**config.mk**
```make
export PLATFORM = sky130hd
export DESIGN_NAME = fir_feeder
export DESIGN_NICKNAME = d
export VERILOG_FILES = /design/src/rtl/fir_feeder.sv
export SDC_FILE = /design/constraint.sdc
export NUM_CORES = 1
export LEC_CHECK = 0
export BUFFER_PORTS_ARGS = -buffer_cell sky130_fd_sc_hd__buf_2
export CORE_AREA = 2 2 86 88
export CTS_CLUSTER_DIAMETER = 50
export DETAILED_ROUTE_END_ITERATION = 8
export DIE_AREA = 0 0 88 90
export PLACE_DENSITY = 0.75
export SETUP_SLACK_MARGIN = 0.15
export SYNTH_ARGS = -nofsm -noshare
export SYNTH_HDL_FRONTEND = slang
export SYNTH_SLANG_ARGS = --single-unit
```
**constraint.sdc**
```tcl
create_clock -name clk -period 3 [get_ports clk]
set_clock_uncertainty 0.1 [all_clocks]
set_input_delay 0.9 -clock clk [delete_from_list [all_inputs] [get_ports clk]]
set_output_delay 0.9 -clock clk [all_outputs]
set_load 0.05 [all_outputs]
```
**src/rtl/fir_feeder.sv**
```systemverilog
// fir_feeder: FIFO-buffered sample feeder that strobes one sample into a folded FIR every PERIOD cycles.
//   clk     - rising-edge clock
//   rst     - asynchronous active-low reset
//   s_valid - upstream sample valid; s_data - upstream sample; s_ready - a sample can be taken this cycle
//   flush   - synchronous discard of queued samples and of the period in progress
//   en      - one-cycle strobe to the filter; din - sample presented to the filter
//   busy    - a filter period is in progress; level - FIFO occupancy
module fir_feeder #(
    parameter int WIDTH  = 16,
    parameter int PERIOD = 29,
    parameter int DEPTH  = 4
) (
    input  logic                     clk,
    input  logic                     rst,
    input  logic                     s_valid,
    input  logic signed [WIDTH-1:0]  s_data,
    output logic                     s_ready,
    input  logic                     flush,
    output logic                     en,
    output logic signed [WIDTH-1:0]  din,
    output logic                     busy,
    output logic [$clog2(DEPTH):0]   level
);
    localparam int AW = $clog2(DEPTH);
    localparam int LW = AW + 1;

    typedef enum logic {IDLE, WAIT} state_t;

    state_t                   state_q, state_d;
    logic [7:0]               wcnt_q, wcnt_d;
    logic [AW-1:0]            wr_ptr_q, wr_ptr_d, rd_ptr_q, rd_ptr_d;
    logic [LW-1:0]            level_q, level_d;
    logic                     en_q, en_d;
    logic signed [WIDTH-1:0]  din_q, din_d;
    logic signed [WIDTH-1:0]  mem_q [DEPTH];
    logic                     push, pop;

    assign s_ready = level_q < LW'(DEPTH);
    assign push    = s_valid && s_ready && !flush;
    assign pop     = state_q == IDLE && level_q != '0 && !flush;
    assign en      = en_q;
    assign din     = din_q;
    assign busy    = state_q == WAIT;
    assign level   = level_q;

    always_comb begin
        state_d  = state_q;
        wcnt_d   = wcnt_q;
        wr_ptr_d = wr_ptr_q;
        rd_ptr_d = rd_ptr_q;
        level_d  = level_q;
        en_d     = 1'b0;
        din_d    = din_q;
        if (flush) begin
            state_d  = IDLE;
            wcnt_d   = '0;
            wr_ptr_d = '0;
            rd_ptr_d = '0;
            level_d  = '0;
        end else begin
            wr_ptr_d = push ? wr_ptr_q + AW'(1) : wr_ptr_q;
            rd_ptr_d = pop ? rd_ptr_q + AW'(1) : rd_ptr_q;
            level_d  = level_q + LW'(push) - LW'(pop);
            if (pop) begin
                en_d    = 1'b1;
                din_d   = mem_q[rd_ptr_q];
                wcnt_d  = 8'(PERIOD - 1);
                state_d = WAIT;
            end else if (state_q == WAIT) begin
                wcnt_d  = wcnt_q - 8'd1;
                state_d = wcnt_q == 8'd1 ? IDLE : WAIT;
            end
        end
    end

    always_ff @(posedge clk or negedge rst) begin
        if (!rst) begin
            state_q  <= IDLE;
            wcnt_q   <= '0;
            wr_ptr_q <= '0;
            rd_ptr_q <= '0;
            level_q  <= '0;
            en_q     <= 1'b0;
            din_q    <= '0;
        end else begin
            state_q  <= state_d;
            wcnt_q   <= wcnt_d;
            wr_ptr_q <= wr_ptr_d;
            rd_ptr_q <= rd_ptr_d;
            level_q  <= level_d;
            en_q     <= en_d;
            din_q    <= din_d;
        end
    end

    // Storage is never read before being written, so it carries no reset.
    always_ff @(posedge clk) begin
        if (push) mem_q[wr_ptr_q] <= s_data;
    end
endmodule

```
==> results.tsv <==
metric	value	unit
status	finished clean	
drt-wirelength-per-cell	16.7	microns
tritoncts	yes	
synth_top_flop_cell	sky130_fd_sc_hd__edfxtp_1	
regToRegSetupSlack	480	ps
grt_first_pass_wirelength	9.92	mm
critical_path.reg2reg.endpoint	level[2]$_DFF_PN0_	
grt_start_max_net_pins	34	
dr_wl_met2	3.26	mm
final_nets	303	
antenna_cells_inserted	0	
clkLatencyLatePin	350	ps
setup_viol	0	
cell_breakdown_of_the_critical_path	nor3_1 > or3_1 > inv_4 > ha_4 > inv_2 > ha_4 > inv_2 > fa_2 > xnor2_2 > xnor2_1 > nor2_1	
synth-async-reset-ratio	34.0	%
worst-endpoint-required	3150	ps
post_cts_hold_buffer_count	0	
placedCellCount	362	
hold_path_startpoint	din[13]$_DFFE_PN0P_	
post_synth_main_area_contributors	sky130_fd_sc_hd__edfxtp_1 49%, sky130_fd_sc_hd__dfrtp_1 21%, sky130_fd_sc_hd__mux4_2 9.1%	
rr_worst_depth	11	
synth.yosys.warnings	0	
grt_antenna_before_repair	0	
filler_cell_count	509	
drc_errors	0	
r2r_start	level[1]$_DFF_PN0_	
cp_data_arrival_time	2670	ps
cts.path.max_buffers	2	
clk_pin_slew	100	ps
die_y	90	microns
drt-initial-drc-count	99	
p_leak	1.69	nW
die_wd	88	microns
synth.top_cell.area_share	48.5	%
cts_buffers	9	
std_cell_rows	31	
ys_seq_area_share	69.4	%
start_util	56.4	%
worst_slew_pin_slew	1090	ps
synth.distinct_cells	39	
cp-start-kind	flip-flop	
grt_remaining_overflow	0	
min_path_cells	1	
drt-total-wl	6.30	mm
critical-path-max-stage-delay	490	ps
synth-edff-count	64	
drive_gt1_share	39.4	%
report.final.hold_viol_count	0	
report.final.slew_viol_count	0	
clock_sinks	97	
core_area	7020	sq um
area_delta_synth_final	13.2	%
fin_tns_setup	0	ps
max_slew_margin	27.0	%
detailed_route_wirelength_on_metal3	231	microns
hold_end	din[13]$_DFFE_PN0P_	
final-seq-area	2750	sq um
critPathKind	flip-flop to flip-flop	
m1_wl	2.69	mm
synthesis.nets	254	
post_cts.repair.setup_buffers	0	
timing.final.crit_period	2520	ps
grt_util_all_layers	17.2	%
finalPower	4.28	mW
synth_cells	225	
fmaxAchievable	397	MHz
grt_setup_unrepaired	no	
synth_top_area_cell	sky130_fd_sc_hd__edfxtp_1	
postSynthAreaPerCell	17.6	sq um
post-dp-hpwl	3.88	mm
place_congestion	0.764	
post_synth_instance_area	3960	sq um
cts.repair.resized	0	
number_of_global_route_vias_before_repair	1983	
multi_input_comb_area	1100	sq um
floorplan.io_pins	42	
die-area	7920	sq um
ant_nets	0	
peakVddDrop	0.472	mV
p_per_area	954	nW/um^2
htree_levels	3	
min_path_type	flip-flop to flip-flop	
yosys_register_bits	97	
route.vias.total	2040	
cts.root.buffer_cell	sky130_fd_sc_hd__clkbuf_8	
final_cells	378	
cp_slowest_cell	sky130_fd_sc_hd__dfrtp_1	
number_of_max_cap_violations	0	
highest_layer	met4	
post-route-period-util	83.9	%
route.detailed.vias_per_inst	5.40	
drtPass1Iterations	4	
timing.critical_path.fanout_max	5	
critical_path.endpoint_type	flip-flop	
port-buffer-count	41	
synth_stat cells, drive strengths merged, types with 3 or more instances:
cell	n
inv	14
xnor2	6
nor3	4
a221oi	3
mux4	16
and2	4
edfxtp	64
clkbuf	4
nor2	8
nand2	3
nand3	4
ha	8
mux2	16
or4	3
a21oi	4
or3	3
dfrtp	33
buf	8
placed cells by master, fill, tap and decap left out, types with 2 or more instances in the layout:
| cell | netlist | routed |
|---|---|---|
| sky130_fd_sc_hd__a21oi_1 | 4 | 4 |
| sky130_fd_sc_hd__a221oi_1 | 3 | 3 |
| sky130_fd_sc_hd__a31oi_1 | 2 | 2 |
| sky130_fd_sc_hd__and2_1 | 4 | 4 |
| sky130_fd_sc_hd__buf_2 | 3 | 41 |
| sky130_fd_sc_hd__buf_4 | 3 | 9 |
| sky130_fd_sc_hd__clkbuf_8 | 2 | 9 |
| sky130_fd_sc_hd__clkinv_4 | 0 | 2 |
| sky130_fd_sc_hd__dfrtp_1 | 33 | 33 |
| sky130_fd_sc_hd__edfxtp_1 | 64 | 64 |
| sky130_fd_sc_hd__ha_1 | 8 | 6 |
| sky130_fd_sc_hd__ha_4 | 0 | 2 |
| sky130_fd_sc_hd__inv_1 | 14 | 11 |
| sky130_fd_sc_hd__inv_2 | 0 | 2 |
| sky130_fd_sc_hd__inv_8 | 0 | 2 |
| sky130_fd_sc_hd__mux2_2 | 16 | 16 |
| sky130_fd_sc_hd__mux2i_1 | 2 | 2 |
| sky130_fd_sc_hd__mux4_2 | 16 | 16 |
| sky130_fd_sc_hd__nand2_1 | 3 | 3 |
| sky130_fd_sc_hd__nand2b_1 | 2 | 2 |
| sky130_fd_sc_hd__nand3_1 | 4 | 4 |
| sky130_fd_sc_hd__nor2_1 | 8 | 8 |
| sky130_fd_sc_hd__nor2b_1 | 2 | 2 |
| sky130_fd_sc_hd__nor3_1 | 4 | 4 |
| sky130_fd_sc_hd__or3_1 | 2 | 2 |
| sky130_fd_sc_hd__or4_1 | 2 | 2 |
| sky130_fd_sc_hd__xnor2_1 | 6 | 5 |
state kept, by name, summed over array words and instances, names as in the netlist:
signal and flops:
en 1, mem_q 64, level 3, rd_ptr_q 2
din 16, wcnt_q 8, wr_ptr_q 2, busy 1
per-stage QoR:
stage,util [%],setup slack [ps],hold slack [ps],instance area (sq um)
4_1_cts,63.9,477,411,4480
6_report,63.9,483,408,4480
3_3_place_gp,61.2,219,384,4300
2_1_floorplan,-,16.8,419,4020
5_1_grt,63.9,299,429,4480
3_5_place_dp,61.2,185,389,4300
worst max-delay path: cells and delay by family, from the launching register on:
family	cells	cell delay, ps
simple gates	3	700
fa+ha+maj	3	670
flops	1	490
xor+xnor	2	300
buf+inv	3	140
report_power, final:
part,switching (mW),leakage [nW],internal (mW)
clock,0.465,0.0936,0.317
combinational,0.942,0.601,0.638
sequential,0.245,0.994,1.67
cells by family after synthesis:
logic type | after synthesis | share of synthesized area [%]
flops | 97 | 69.4
simple gates | 39 | 5.85
mux | 34 | 14.2
buf+inv | 26 | 3.73
compound gates | 14 | 2.53
fa+ha+maj | 9 | 3.03
xor+xnor | 6 | 1.33
worst max-delay path by stage:
| stage | to | slack (ps) | cells past startpoint | from |
|---|---|---|---|---|
| detailed placement | level[2]$_DFF_PN0_ | 190 | 11 | flush |
| global route | level[2]$_DFF_PN0_ | 300 | 11 | level[1]$_DFF_PN0_ |
| finish | level[2]$_DFF_PN0_ | 480 | 11 | level[1]$_DFF_PN0_ |
| floorplan | level[2]$_DFF_PN0_ | 20 | 13 | flush |
| global placement | level[2]$_DFF_PN0_ | 220 | 11 | flush |
| CTS | level[2]$_DFF_PN0_ | 480 | 11 | level[1]$_DFF_PN0_ |
layer usage:
metal	GRT usage [%]	vias to the layer above
li1	-	951
met1	22.4	1045
met2	27.1	36
met3	4.78	8
met4	7.05	0
met5	0	-
final cells by class:
type | count | area share (%)
inverter | 14 | 1.23
timing repair buffer | 50 | 6.08
multi-input combinational | 102 | 24.5
clock inverter | 7 | 1.37
tap | 99 | 2.76
sequential | 97 | 61.3
clock buffer | 9 | 2.76
Power figures use the tool's default switching activity.
